$ cat config.mk
export PLATFORM = sky130hd
export DESIGN_NAME = i2c_target
export DESIGN_NICKNAME = d
export VERILOG_FILES = /design/src/rtl/i2c_target.sv
export SDC_FILE = /design/constraint.sdc
export NUM_CORES = 1
export LEC_CHECK = 0
export CELL_PAD_IN_SITES_DETAIL_PLACEMENT = 1
export CELL_PAD_IN_SITES_GLOBAL_PLACEMENT = 1
export CORE_MARGIN = 8
export CORE_UTILIZATION = 44
export DETAILED_ROUTE_END_ITERATION = 8
export GPL_TIMING_DRIVEN = 0
export PLACE_DENSITY_LB_ADDON = 0.2
export SLEW_MARGIN = 30
export SYNTH_ARGS = -nofsm -noshare
export SYNTH_HDL_FRONTEND = slang
export SYNTH_SLANG_ARGS = --single-unit
$ cat constraint.sdc
create_clock -name clk -period 2.85 [get_ports clk]
set_input_delay 0.285 -clock clk [delete_from_list [all_inputs] [get_ports clk]]
set_output_delay 0.285 -clock clk [all_outputs]
set_load 0.02 [all_outputs]
$ cat src/rtl/i2c_target.sv
// I2C target engine: synchronises raw SCL/SDA, detects START/STOP, matches ADDR, ACKs writes, serves reads.
// Optional build macro I2C_TARGET_GLITCH_FILTER_EN adds a 3-sample majority filter on both lines.
module i2c_target #(
    parameter logic [6:0] ADDR = 7'h42
) (
    input  logic       clk,
    input  logic       reset_n,
    input  logic       scl_in,
    input  logic       sda_in,
    output logic       sda_oe,
    output logic       busy,
    output logic       rw,
    output logic [7:0] rx_data,
    output logic       rx_valid,
    input  logic [7:0] tx_data,
    output logic       tx_req,
    output logic       done_tick
);

    typedef enum logic [2:0] {
        ST_IDLE      = 3'd0,
        ST_ADDR      = 3'd1,
        ST_ADDR_ACK  = 3'd2,
        ST_RX_DATA   = 3'd3,
        ST_RX_ACK    = 3'd4,
        ST_TX_DATA   = 3'd5,
        ST_TX_ACK    = 3'd6,
        ST_WAIT_STOP = 3'd7
    } state_t;

    function automatic logic maj3(input logic a, input logic b, input logic c);
        return (a & b) | (a & c) | (b & c);
    endfunction

    logic [1:0] scl_sync_r, sda_sync_r;
    logic       scl_s, sda_s;
    logic       scl_prev_r, sda_prev_r;
    state_t     state_r;
    logic [3:0] bit_cnt_r;
    logic [6:0] shift_r;
    logic [6:0] tx_sh_r;
    logic [7:0] byte_s;
    logic       scl_rise_s, scl_fall_s, start_s, stop_s;

    // Two-flop synchronisers; reset to the idle-bus level so release causes no false START.
    always_ff @(posedge clk or negedge reset_n) begin
        if (!reset_n) begin
            scl_sync_r <= 2'b11;
            sda_sync_r <= 2'b11;
        end else begin
            scl_sync_r <= {scl_sync_r[0], scl_in};
            sda_sync_r <= {sda_sync_r[0], sda_in};
        end
    end

`ifdef I2C_TARGET_GLITCH_FILTER_EN
    logic [1:0] scl_win_r, sda_win_r;
    logic       scl_filt_r, sda_filt_r;

    // Majority over the current and two previous samples rejects single-clock pulses.
    always_ff @(posedge clk or negedge reset_n) begin
        if (!reset_n) begin
            scl_win_r  <= 2'b11;
            sda_win_r  <= 2'b11;
            scl_filt_r <= 1'b1;
            sda_filt_r <= 1'b1;
        end else begin
            scl_win_r  <= {scl_win_r[0], scl_sync_r[1]};
            sda_win_r  <= {sda_win_r[0], sda_sync_r[1]};
            scl_filt_r <= maj3(scl_sync_r[1], scl_win_r[0], scl_win_r[1]);
            sda_filt_r <= maj3(sda_sync_r[1], sda_win_r[0], sda_win_r[1]);
        end
    end

    assign scl_s = scl_filt_r;
    assign sda_s = sda_filt_r;
`else
    assign scl_s = scl_sync_r[1];
    assign sda_s = sda_sync_r[1];
`endif

    // One-sample history for edge detection.
    always_ff @(posedge clk or negedge reset_n) begin
        if (!reset_n) begin
            scl_prev_r <= 1'b1;
            sda_prev_r <= 1'b1;
        end else begin
            scl_prev_r <= scl_s;
            sda_prev_r <= sda_s;
        end
    end

    assign scl_rise_s = scl_s & ~scl_prev_r;
    assign scl_fall_s = ~scl_s & scl_prev_r;
    assign start_s    = scl_s & scl_prev_r & ~sda_s & sda_prev_r;
    assign stop_s     = scl_s & scl_prev_r & sda_s & ~sda_prev_r;
    assign byte_s     = {shift_r, sda_s};

    // Protocol FSM; START/STOP take priority over any SCL edge seen in the same cycle.
    always_ff @(posedge clk or negedge reset_n) begin
        if (!reset_n) begin
            state_r   <= ST_IDLE;
            bit_cnt_r <= 4'd0;
            shift_r   <= 7'd0;
            tx_sh_r   <= 7'd0;
            sda_oe    <= 1'b0;
            busy      <= 1'b0;
            rw        <= 1'b0;
            rx_data   <= 8'h00;
            rx_valid  <= 1'b0;
            tx_req    <= 1'b0;
            done_tick <= 1'b0;
        end else begin
            rx_valid  <= 1'b0;
            tx_req    <= 1'b0;
            done_tick <= 1'b0;
            if (stop_s) begin
                state_r   <= ST_IDLE;
                bit_cnt_r <= 4'd0;
                sda_oe    <= 1'b0;
                busy      <= 1'b0;
                done_tick <= busy;
            end else if (start_s) begin
                state_r   <= ST_ADDR;
                bit_cnt_r <= 4'd0;
                sda_oe    <= 1'b0;
                busy      <= 1'b1;
            end else begin
                case (state_r)
                    ST_IDLE: begin
                        sda_oe <= 1'b0;
                    end
                    ST_ADDR: begin
                        if (scl_rise_s) begin
                            shift_r <= byte_s[6:0];
                            if (bit_cnt_r == 4'd7) begin
                                bit_cnt_r <= 4'd8;
                                if (byte_s[7:1] == ADDR) begin
                                    rw      <= byte_s[0];
                                    state_r <= ST_ADDR_ACK;
                                end else begin
                                    state_r <= ST_WAIT_STOP;
                                end
                            end else begin
                                bit_cnt_r <= bit_cnt_r + 4'd1;
                            end
                        end
                    end
                    // bit_cnt 8 marks the fall that opens the ACK slot, 0 the one that closes it.
                    ST_ADDR_ACK: begin
                        if (scl_rise_s) begin
                            bit_cnt_r <= 4'd0;
                        end else if (scl_fall_s) begin
                            if (bit_cnt_r == 4'd8) begin
                                sda_oe <= 1'b1;
                            end else if (rw) begin
                                tx_req  <= 1'b1;
                                tx_sh_r <= tx_data[6:0];
                                sda_oe  <= ~tx_data[7];
                                state_r <= ST_TX_DATA;
                            end else begin
                                sda_oe  <= 1'b0;
                                state_r <= ST_RX_DATA;
                            end
                        end
                    end
                    ST_RX_DATA: begin
                        if (scl_rise_s) begin
                            shift_r <= byte_s[6:0];
                            if (bit_cnt_r == 4'd7) begin
                                bit_cnt_r <= 4'd8;
                                rx_data   <= byte_s;
                                rx_valid  <= 1'b1;
                                state_r   <= ST_RX_ACK;
                            end else begin
                                bit_cnt_r <= bit_cnt_r + 4'd1;
                            end
                        end
                    end
                    ST_RX_ACK: begin
                        if (scl_rise_s) begin
                            bit_cnt_r <= 4'd0;
                        end else if (scl_fall_s) begin
                            if (bit_cnt_r == 4'd8) begin
                                sda_oe <= 1'b1;
                            end else begin
                                sda_oe  <= 1'b0;
                                state_r <= ST_RX_DATA;
                            end
                        end
                    end
                    // tx_sh holds the bits still to be driven; bit 7 goes out when the byte is loaded.
                    ST_TX_DATA: begin
                        if (scl_rise_s) begin
                            bit_cnt_r <= bit_cnt_r + 4'd1;
                        end else if (scl_fall_s) begin
                            if (bit_cnt_r == 4'd8) begin
                                sda_oe  <= 1'b0;
                                state_r <= ST_TX_ACK;
                            end else begin
                                sda_oe  <= ~tx_sh_r[6];
                                tx_sh_r <= {tx_sh_r[5:0], 1'b0};
                            end
                        end
                    end
                    ST_TX_ACK: begin
                        if (scl_rise_s) begin
                            bit_cnt_r <= 4'd0;
                            if (sda_s) begin
                                state_r <= ST_WAIT_STOP;
                            end
                        end else if (scl_fall_s && (bit_cnt_r == 4'd0)) begin
                            tx_req  <= 1'b1;
                            tx_sh_r <= tx_data[6:0];
                            sda_oe  <= ~tx_data[7];
                            state_r <= ST_TX_DATA;
                        end
                    end
                    ST_WAIT_STOP: begin
                        sda_oe <= 1'b0;
                    end
                    default: begin
                        state_r <= ST_IDLE;
                        sda_oe  <= 1'b0;
                    end
                endcase
            end
        end
    end

endmodule

# Yosys cells after proc, flatten, opt, wreduce, memory -nomap -nowiden
# Cells that the tools add are included.
[totals]
ff_bits = 41
word_cells = 158
input_bits = 12
out_inout_bits = 14
[classes]
n_reduce_logical = 18
bitwise_logic = 15
n_addsub = 1
mux = 70
eq_ne = 39
[op_table]
columns = ["op", "count"]
rows = [
  ["4-bit inequality test (second input constant)", 16],
  ["7-bit two-way mux", 9],
  ["3-bit two-way mux", 20],
  ["1-bit two-way mux", 30],
  ["4-bit two-way mux", 6],
  ["7-bit case mux with 3 select lines", 1],
  ["2-bit inequality test (second input constant)", 9],
  ["3-bit case mux with 6 select lines", 1],
  ["16-bit AND reduction", 1],
  ["3-bit == test (second input constant)", 4],
  ["4-bit case mux with 3 select lines", 1],
  ["12-bit AND reduction", 1],
  ["5-bit inequality test (second input constant)", 2],
  ["9-bit AND reduction", 1],
  ["4-bit by 1-bit inequality test with 1-bit output (second input constant)", 2],
  ["1-bit NOT", 8],
  ["4-bit AND reduction", 2],
  ["8-bit nonzero test", 1],
  ["1-bit bitwise AND", 7],
  ["7-bit == test (second input constant)", 1],
  ["7-bit nonzero test", 1],
  ["3-bit by 2-bit == test with 1-bit output (second input constant)", 2],
  ["6-bit AND reduction", 1],
  ["1-bit case mux with 5 select lines", 1],
  ["14 further kinds", 15],
]

# Longest topological paths before layout
# Gate-level depths: netlist of the first run.
[logic_depth]
word_depth = 8
mapped_depth = 7
ltp_nobuf = 7

# Worst setup path before layout of the first run
# Ideal clock, no wire load.
[synth_timing]
kind = "flip-flop to flip-flop"
startpoint = "register bit_cnt_r[0]"
endpoint = "register tx_sh_r[1]"
period_less_slack_ps = 2074
path_slack_ps = 776
path_stages_with_launch = 8
setup_ps = 125
n_path_buf = 0
required_ps = 2725
arrival_time_ps = 1949
cell_sequence = "dfrtp_1 inv_1 ha_1 or3b_2 nor2_1 a31oi_1 o32ai_4 mux2_2"
[synth_via]
elab_chain_len = 4
[synth_rtl]
columns = ["element", "line", "text"]
rows = [
  ["from (decl)", "39", "logic [3:0] bit_cnt_r;"],
  ["from (signal assigned)", "145", "bit_cnt_r <= bit_cnt_r + 4'd1;"],
  ["from (signal assigned)", "176", "bit_cnt_r <= bit_cnt_r + 4'd1;"],
  ["from (signal assigned)", "195", "bit_cnt_r <= bit_cnt_r + 4'd1;"],
  ["4-bit zero test", "212", "end else if (scl_fall_s && (bit_cnt_r == 4'd0)) begin"],
  ["1-bit logical AND", "212", ""],
  ["2-bit inequality test (no line)", "n/a", ""],
  ["12-bit AND reduction (no line) (*)", "n/a", ""],
  ["to (signal assigned)", "158", "tx_sh_r <= tx_data[6:0];"],
  ["to (signal assigned)", "202", "tx_sh_r <= {tx_sh_r[5:0], 1'b0};"],
  ["to (signal assigned)", "214", "tx_sh_r <= tx_data[6:0];"],
  ["to (decl)", "41", "logic [6:0] tx_sh_r;"],
]
# Every way passes the cells marked *; elsewhere a longest branch is shown, timed or not.
# A chain may end at the register's enable or synchronous reset.

# Worst setup path after layout of the first run
[layout_timing]
startpoint = "register bit_cnt_r[0]"
endpoint = "register tx_sh_r[2]"
# The elaborated chain is that of the path after synthesis.

==> impl_metrics.env, run 1 <==
export IMPL_finalInstanceArea_um2=2481
export IMPL_finalHoldWorstSlack_ps=9.181
export IMPL_design_portCount=26
export IMPL_p_seq_frac=0.422
export IMPL_netSwitchingFraction=0.3711
export IMPL_drt_first_iter_violations=42
export IMPL_netlist_cell_type_count=42
export IMPL_number_of_enable_flip_flop_cells_after_synthesis=0
export IMPL_first_pass_iters=4
export IMPL_cp_arrival_ps=2450
export IMPL_worst_ep_required_time_ps=3030
export IMPL_via_count_of_the_first_global_routing_pass=1669
export IMPL_total_leakage_power_nw=1.052
export IMPL_die_h_um=84.33
export IMPL_mean_area_per_synthesized_cell_um2=11.48
export IMPL_final_setup_margin_ps=577.4
export IMPL_ys_flop_type="dfrtp_1"
export IMPL_cts_made_buffers=5
export IMPL_grt_max_degree=25
export IMPL_num_rows=25
export IMPL_synth_top_cell_area_share=0.4263
export IMPL_share_clk_of_total_power=0.182
export IMPL_hold_viol_final=0
export IMPL_worst_path_max_delay_cell="or3b_2"
export IMPL_synth_nets=193
export IMPL_yosys_top_cells_count="dfrtp_1 (35), mux2_2 (30), o21ai_0 (13)"
export IMPL_route_antenna_remaining_nets=0
export IMPL_fmaxAchievable_mhz=440.0
export IMPL_synth_async_sr_flop_share=1.000
export IMPL_multi_input_comb_area_um2=967.2
export IMPL_p_int_mw=1.285
export IMPL_hold_path_class="primary input to async pin"
export IMPL_rsz0062_at_grt="no"
export IMPL_max_capacitance_violation_total=0
export IMPL_grt_pass1_wl_mm=8.231
export IMPL_placed_cell_area_um2=2395
export IMPL_setup_violations_final=0
export IMPL_core_area_um2=4598
export IMPL_initial_antenna_violation_count=0
export IMPL_synth_ff_latch_count=41
export IMPL_final_instance_count_excl_fill=267
export IMPL_worstPathCellList="inv_1, ha_1, or3b_2, nor2_1, a31oi_1, o32ai_4, mux2_2"
export IMPL_hpwl_mm=3.497
export IMPL_post_synthesis_cells=179
export IMPL_finalCoreUtilization=0.5396
export IMPL_cts_htree_levels=2
export IMPL_cts_sinks=41
export IMPL_period_share=0.7974
export IMPL_design_final_nets=226
export IMPL_post_layout_total_power_mw=2.043
export IMPL_crit_path_max_cell_delay_ps=500
export IMPL_power_density_cell_area_nw_per_um2=823.3
export IMPL_path_class="flop to flop"
export IMPL_dp_cells=259
export IMPL_crit_fanout=7
export IMPL_synth_area_top_cells="dfrtp_1 (43%), mux2_2 (16%), dfstp_2 (7.7%)"
export IMPL_yosys_warnings=0
export IMPL_clk_latency_ps=290
export IMPL_crit_path_end_kind="flop"
export IMPL_final_fill_count=499
export IMPL_maxSlewViolCount=0
export IMPL_layout_area_overhead_vs_synth_pct=20.77
export IMPL_overall_die_area_um2=7112
export IMPL_portion_of_the_post_synthesis_area_used_by_sequential_elements=0.5030
export IMPL_drive_gt1_frac=0.2488
export IMPL_status="complete, no violations"
export IMPL_num_vias=1516
export IMPL_clock_skew_ps=2.990
export IMPL_cts_resized=0
export IMPL_combinationalPowerShare=0.396
export IMPL_total_switching_power_mw=0.7581
export IMPL_synth_area_leader_cell="dfrtp_1"
export IMPL_number_of_port_buffers=25
export IMPL_routedWlPerCell_um=18.08
export IMPL_post_cts_hold_buffer_count=0
export IMPL_post_synth_instance_area_um2=2054
export IMPL_timing_critical_path_from_type="flop"
export IMPL_slew_headroom=0.5742
export IMPL_track_usage=0.1422
export IMPL_cts_root_to_sink_buffers=2
export IMPL_drt_drc_violations_left=0
export IMPL_floorplan_die_width_um=84.33
export IMPL_vias_per_cell=5.678
export IMPL_clock_tree_root_cell="clkbuf_8"
export IMPL_floorplan_initialDensity=0.4468
export IMPL_cts_tree="done"
export IMPL_postCtsSetupBuffers=0
export IMPL_tightestPinTransition_ps=638.8
export IMPL_layout_area_seq_um2=1033
export IMPL_synth_most_common_cell="dfrtp_1"
export IMPL_setup_tns_final_ps=0
export IMPL_final_period_minus_worst_setup_slack_ps=2273
export IMPL_grt_overflow=0
export IMPL_clkTransAtPathRegs_ps=80
export IMPL_detailedPlace_worstSlack_ps=566.0
export IMPL_gp_routability_congestion=0.8598
export IMPL_power_ir_vdd_worst_v=0.0004018
export IMPL_drt_wl_total_mm=4.827
export IMPL_num_antenna_cells=0
[worst max-delay path: cells and delay by family (launching register included)]
family / cells / cell delay [ps]
buffers and inverters: 1 / 80
adders and majority gates: 1 / 170
AOI/OAI and AO/OA: 2 / 490
muxes: 1 / 390
DFF: 1 / 400
and+or+nand+nor: 2 / 610
[layer usage]
metal | GRT usage | part of all wire | routed length [µm]
met2 | 0.2319 | 0.49 | 2377
met5 | 0 | 0 | 0
met3 | 0.03098 | 0.046 | 220
met4 | 0.06636 | 0.015 | 70
met1 | 0.1740 | 0.45 | 2158
[worst paths after layout]
path / start / endpoint / slack [ps] / depth (start not counted)
max in group asynchronous: reset_n / scl_prev_r / 2250 / 2
setup / recovery: bit_cnt_r[0] / tx_sh_r[2] / 580 / 7
hold reg to reg: scl_sync_r[0] / scl_sync_r[1] / 360 / 0
min in group clk: scl_sync_r[0] / scl_sync_r[1] / 360 / 0
setup reg to reg: bit_cnt_r[0] / tx_sh_r[2] / 580 / 7
hold / removal: reset_n / tx_req / 9 / 1
[cell type report]
type / count / share of cell area
well taps: 54 / 0.02723
flip-flops and latches: 41 / 0.4165
repair buffers: 26 / 0.1099
clock inverters: 3 / 0.007060
multi-input cells: 124 / 0.3898
inverters: 7 / 0.01059
plain buffers: 7 / 0.01109
clock buffers: 5 / 0.02774
[sequential cells by signal, summed over array words and instances, names as in the netlist]
| name | flops |
|---|---|
| rx_data | 8 |
| rx_valid | 1 |
| rw | 1 |
| state_r | 3 |
| tx_req | 1 |
| done_tick | 1 |
| bit_cnt_r | 4 |
| scl_sync_r | 2 |
| scl_prev_r | 1 |
| sda_sync_r | 2 |
| sda_prev_r | 1 |
| busy | 1 |
| shift_r | 7 |
| tx_sh_r | 7 |
| sda_oe | 1 |
[power by group through the flow]
| stage | Combinational, mW | Sequential (mW) | Clock (mW) |
|---|---|---|---|
| after floorplan | 0.574 | 0.856 | 0 |
| after global placement | 0.763 | 0.860 | 0 |
| after detailed placement | 0.803 | 0.873 | 0 |
| after CTS | 0.812 | 0.863 | 0.388 |
| after global routing | 0.893 | 0.887 | 0.412 |
| final | 0.810 | 0.861 | 0.372 |
[cells by family after synthesis]
| kind of cell | count (synthesis) | share of synthesized area |
|---|---|---|
| flip-flops | 41 | 0.5030 |
| multiplexers | 33 | 0.1790 |
| buffers and inverters | 14 | 0.02619 |
| AO/OA/AOI/OAI | 38 | 0.1413 |
| AND/OR/NAND/NOR | 48 | 0.1255 |
| XOR/XNOR | 3 | 0.01279 |
| adder cells (fa/ha/maj) | 2 | 0.01218 |
[cell usage in the layout, fill, tap and decap left out, types with 6 or more instances in the layout]
cell	Yosys	routed
clkdlybuf4s50_1	0	24
mux2_2	30	30
inv_1	7	7
o21ai_0	13	13
clkbuf_1	6	6
nor2_1	8	8
nand2_1	12	12
dfrtp_1	35	35
dfstp_2	6	6
a21oi_1	6	6
No activity file was read; power rests on OpenSTA's default activity.
==> run 2, diff against run 1 <==
Settings changed: CORE_UTILIZATION 44 to 39.
Clock period 2.85 ns to 1.91 ns, I/O delays scaled along.
==> impl_metrics.env, run 2 (same netlist as run 1, synthesis figures left out) <==
export IMPL_status="finished with violations"
export IMPL_violations="negative setup slack"
export IMPL_cts_sinks=41
export IMPL_floorplan_initialDensity=0.4023
export IMPL_power_ir_vdd_worst_v=0.0005283
export IMPL_final_setup_margin_ps=-194.8
export IMPL_crit_path_max_cell_delay_ps=450
export IMPL_r2r_worst_path_cells=7
export IMPL_initial_antenna_violation_count=0
export IMPL_crit_fanout=5
export IMPL_timing_critical_path_from_type="flop"
export IMPL_largest_registers="rx_data x8, shift_r x7, tx_sh_r x7"
export IMPL_max_capacitance_violation_total=0
export IMPL_crit_cells=7
export IMPL_worstPathCellList="inv_2, ha_4, or4b_4, a221o_1, a211oi_4, nor2_1, mux2i_1"
export IMPL_dp_cells=275
export IMPL_worst_setup_path_startpoint="bit_cnt_r[1]"
export IMPL_wirelength_met1_mm=2.250
export IMPL_final_period_minus_worst_setup_slack_ps=2105
export IMPL_worst_ep_required_time_ps=2130
export IMPL_routedWlPerCell_um=18.52
export IMPL_hpwl_mm=3.742
export IMPL_registers_top_by_ff_count="rx_data"
export IMPL_startpoint_of_the_worst_hold_path="sda_in"
export IMPL_drive_gt1_frac=0.3689
export IMPL_route_antenna_remaining_nets=0
export IMPL_hold_depth=1
export IMPL_slew_headroom=0.7264
export IMPL_rsz0062_at_grt="yes"
export IMPL_grt_max_degree=26
export IMPL_clock_skew_ps=2.369
export IMPL_worst_path_max_delay_cell="or4b_4"
export IMPL_die_h_um=88.58
export IMPL_total_leakage_power_nw=1.164
export IMPL_drt_first_iter_violations=55
export IMPL_period_share=1.102
export IMPL_final_fill_count=544
export IMPL_first_pass_iters=4
export IMPL_route_top_layer_used="met4"
export IMPL_clkTransAtPathRegs_ps=80
export IMPL_num_antenna_cells=0
export IMPL_path_class="flop to flop"
export IMPL_power_density_cell_area_nw_per_um2=1287
export IMPL_finalHoldWorstSlack_ps=290.7
export IMPL_layout_cells_most_common="dfrtp_1"
export IMPL_clock_tree_root_cell="clkbuf_8"
export IMPL_number_of_port_buffers=25
export IMPL_num_vias=1588
export IMPL_maxSlewViolCount=0
export IMPL_layout_cells_most_common_list="dfrtp_1 (35), mux2_2 (24), clkdlybuf4s50_1 (24)"
export IMPL_core_area_um2=5107
export IMPL_vias_per_cell=5.383
export IMPL_post_layout_total_power_mw=3.545
export IMPL_cts_tree="done"
export IMPL_cts_root_to_sink_buffers=2
export IMPL_crit_path_end_kind="flop"
export IMPL_worstPathBufferInverterCount=1
export IMPL_drt_wl_total_mm=5.463
export IMPL_grt_overflow=0
export IMPL_clk_latency_ps=300
export IMPL_design_portCount=26
export IMPL_layout_area_seq_um2=1033
export IMPL_layout_area_overhead_vs_synth_pct=34.04
export IMPL_fmaxAchievable_mhz=475.1
export IMPL_cpLargestDelayFamily="compound AO/OA/AOI/OAI gates"
export IMPL_design_final_nets=238
export IMPL_r2r_start="bit_cnt_r[1]"
export IMPL_num_rows=26
export IMPL_multi_input_comb_area_um2=1090
export IMPL_largest_register_ffs=8
export IMPL_grt_pass1_wl_mm=8.976
export IMPL_drt_drc_violations_left=0
export IMPL_hold_viol_final=0
export IMPL_detailedPlace_worstSlack_ps=-310.6
export IMPL_setup_violations_final=10
export IMPL_overall_die_area_um2=7846
export IMPL_final_instance_count_excl_fill=295
export IMPL_cp_arrival_ps=2320
export IMPL_cts_htree_levels=2
export IMPL_dr_wl_met3_um=192
export IMPL_via_count_of_the_first_global_routing_pass=1751
export IMPL_floorplan_die_width_um=88.58
export IMPL_gp_routability_congestion=0.9119
export IMPL_wl_met2_mm=2.962
export IMPL_tightestPinTransition_ps=410.5
export IMPL_cts_made_buffers=5
export IMPL_hold_path_class="primary input to flop"
export IMPL_track_usage=0.1495
run 2: final timing paths:
kind                                       to  slack [ps]
worst max-delay path               state_r[0]        -190
worst min-delay path            sda_sync_r[0]         290
worst max register to register     state_r[0]        -190
worst min register to register  scl_sync_r[1]         360
max in group asynchronous            rx_valid        1070
min in group asynchronous           done_tick         370
run 2: per-stage QoR:
stage	utilization	instance area (µm²)	setup TNS [ps]
floorplan	-	2096	-1049
global placement	0.4765	2434	-13700
detailed placement	0.4794	2449	-3430
CTS	0.5282	2698	-1451
global route	0.5392	2754	-2283
finish	0.5392	2754	-1492
run 2: per-layer routing:
metal / up-vias / GRT usage
li1: 738 / -
met1: 818 / 0.1674
met2: 25 / 0.2654
met3: 7 / 0.04457
met4: 0 / 0.04455
met5: - / 0
run 2: worst reg2reg max path: cells and delay by family, from the launching register on:
family,cells,cell delay [ps]
AOI/OAI and AO/OA,2,700
adders and majority gates,1,130
buffers and inverters,1,70
DFF,1,400
muxes,1,180
and+or+nand+nor,2,550
run 2: layout make-up:
class / count / area share
sequential: 41 / 0.3753
clock inverter: 2 / 0.01408
clock buffer: 6 / 0.02635
multi-input combinational: 125 / 0.3957
timing repair buffer: 38 / 0.1345
inverter: 7 / 0.009541
tap: 70 / 0.03180
buffer: 6 / 0.01272
run 2: power by group:
group,internal [mW],leakage (nW),switching [mW]
Combinational,0.772,0.594,0.760
Sequential,1.11,0.514,0.193
Clock,0.393,0.0554,0.318
run 2: what timing repair did:
action,4_1_cts,5_1_grt
resized for setup,12,15
cloned,0,1
hold buffers,1,0
setup buffers,9,2
endpoints found under the setup margin,26,23
pin swaps,6,4
endpoints found under the hold margin,10,0
==> run 3, diff against run 2 <==
Settings changed: CORE_ASPECT_RATIO set to 0.75.
==> impl_metrics.env, run 3 (same netlist as run 1, synthesis figures left out) <==
export IMPL_max_capacitance_violation_total=0
export IMPL_largest_register_ffs=8
export IMPL_num_rows=23
export IMPL_power_density_cell_area_nw_per_um2=1291
export IMPL_setup_violations_final=10
export IMPL_cp_arrival_ps=2340
export IMPL_grt_max_degree=22
export IMPL_route_antenna_remaining_nets=0
export IMPL_globalRouteMet2Util=0.2319
export IMPL_drt_wl_total_mm=5.483
export IMPL_gp_routability_congestion=0.8292
export IMPL_cts_htree_levels=2
export IMPL_final_period_minus_worst_setup_slack_ps=2128
export IMPL_vias_per_cell=5.304
export IMPL_drive_gt1_frac=0.3596
export IMPL_via_count_of_the_first_global_routing_pass=1671
export IMPL_final_setup_margin_ps=-217.6
export IMPL_worst_ep_required_time_ps=2120
export IMPL_timing_critical_path_from_type="flop"
export IMPL_r2r_start="bit_cnt_r[0]"
export IMPL_track_usage=0.1453
export IMPL_setup_tns_final_ps=-1197
export IMPL_total_leakage_power_nw=1.191
export IMPL_overall_die_area_um2=7871
export IMPL_most_used_layer_global_route="met2"
export IMPL_clkTransAtPathRegs_ps=80
export IMPL_clock_skew_ps=3.211
export IMPL_r2r_slack_ps=-220
export IMPL_registers_top_by_ff_count="rx_data"
export IMPL_number_of_port_buffers=25
export IMPL_initial_antenna_violation_count=0
export IMPL_hpwl_mm=3.706
export IMPL_period_share=1.114
export IMPL_hold_viol_final=0
export IMPL_num_antenna_cells=0
export IMPL_worst_r2r_endpoint="state_r[1]"
export IMPL_finalCoreUtilization=0.5328
export IMPL_first_pass_iters=5
export IMPL_clk_latency_ps=300
export IMPL_tightestPinTransition_ps=549.9
export IMPL_grt_pass1_wl_mm=8.866
export IMPL_hold_path_class="primary input to flop"
export IMPL_crit_path_end_kind="flop"
export IMPL_r2r_worst_path_cells=7
export IMPL_cts_tree="done"
export IMPL_floorplan_initialDensity=0.3944
export IMPL_largest_registers="rx_data x8, shift_r x7, tx_sh_r x7"
export IMPL_maxSlewViolCount=0
export IMPL_layout_cells_most_common_list="dfrtp_1 (35), mux2_2 (24), clkdlybuf4s50_1 (24)"
export IMPL_clock_tree_root_cell="clkbuf_8"
export IMPL_drt_drc_violations_left=0
export IMPL_cts_made_buffers=5
export IMPL_floorplan_die_width_um=99.81
export IMPL_worstSetupEndpoint="state_r[1]"
export IMPL_drt_first_iter_violations=121
export IMPL_grt_met1_usage=0.1842
export IMPL_routedWlPerCell_um=18.10
export IMPL_layout_cells_most_common="dfrtp_1"
export IMPL_die_h_um=78.86
export IMPL_num_vias=1607
export IMPL_slew_headroom=0.6334
export IMPL_fmaxAchievable_mhz=470.0
export IMPL_cts_sinks=41
export IMPL_design_portCount=26
export IMPL_layout_area_overhead_vs_synth_pct=35.08
export IMPL_power_ir_vdd_worst_v=0.0005296
export IMPL_violations="negative setup slack"
export IMPL_crit_fanout=5
export IMPL_status="finished with violations"
export IMPL_gr_usage_met3=0.03581
export IMPL_grt_overflow=0
export IMPL_design_final_nets=241
export IMPL_core_area_um2=5209
export IMPL_cts_root_to_sink_buffers=2
export IMPL_rsz0062_at_grt="yes"
export IMPL_path_class="flop to flop"
export IMPL_worst_setup_path_startpoint="bit_cnt_r[0]"
run 3: worst min-delay path by stage:
stage	end	start	depth (start not counted)	slack [ps]
after floorplan	bit_cnt_r[0]	reset_n	0	-100
after global placement	sda_sync_r[1]	sda_sync_r[0]	0	350
after detailed placement	rx_data[1]	reset_n	1	200
after CTS	scl_sync_r[0]	scl_in	1	280
after global routing	scl_sync_r[0]	scl_in	1	280
final	scl_sync_r[0]	scl_in	1	290
run 3: repair_timing:
| item | CTS | global route |
|---|---|---|
| cloned | 0 | 1 |
| hold buffers | 1 | 0 |
| setup buffers | 7 | 7 |
| pin swaps | 4 | 4 |
| endpoints found under the setup margin | 26 | 19 |
| gates resized for setup | 8 | 14 |
| endpoints found under the hold margin | 14 | 0 |
run 3: final cells by class:
type                       count  area [µm²]
buffer                         6       33.78
tap                           75       93.84
timing repair buffer          42       409.1
sequential                    41        1033
clock inverter                 2       38.79
clock buffer                   6       72.57
fill                         550        2434
multi-input combinational    124        1067
inverter                       7       26.28
run 3: worst max-delay path: stages (launching register included):
cell      delay (ps)
dfrtp_1          400
inv_2             80
ha_4             130
or4b_1           440
a221o_1          350
a211oi_4         360
a21oi_2          100
a211oi_2         180
run 3: per-stage QoR:
step                area (µm²)  cells  hold slack, ps  power, mW  setup slack (ps)
CTS                       2674    295           281.9      3.414            -191.7
detailed placement        2462    280           198.9      2.584            -352.9
finish                    2775    303           294.7      3.582            -217.6
global placement          2440    279           346.0      2.505            -299.5
floorplan                 2096    179          -104.6      2.213            -150.6
global route              2775    303           284.0      3.799            -256.2
run 3: metal layers:
layer | part of all wire | vias to the layer above | wire length [µm]
met5 | 0 | - | 0
met3 | 0.030 | 10 | 166
met4 | 0.016 | 0 | 89
li1 | - | 750 | -
met2 | 0.49 | 32 | 2712
met1 | 0.46 | 815 | 2515
run 3: power breakdown:
part	internal, mW	total [mW]	switching [mW]
clock network	0.392	0.708	0.316
registers	1.11	1.29	0.185
logic	0.798	1.58	0.781
total	2.30	3.58	1.28
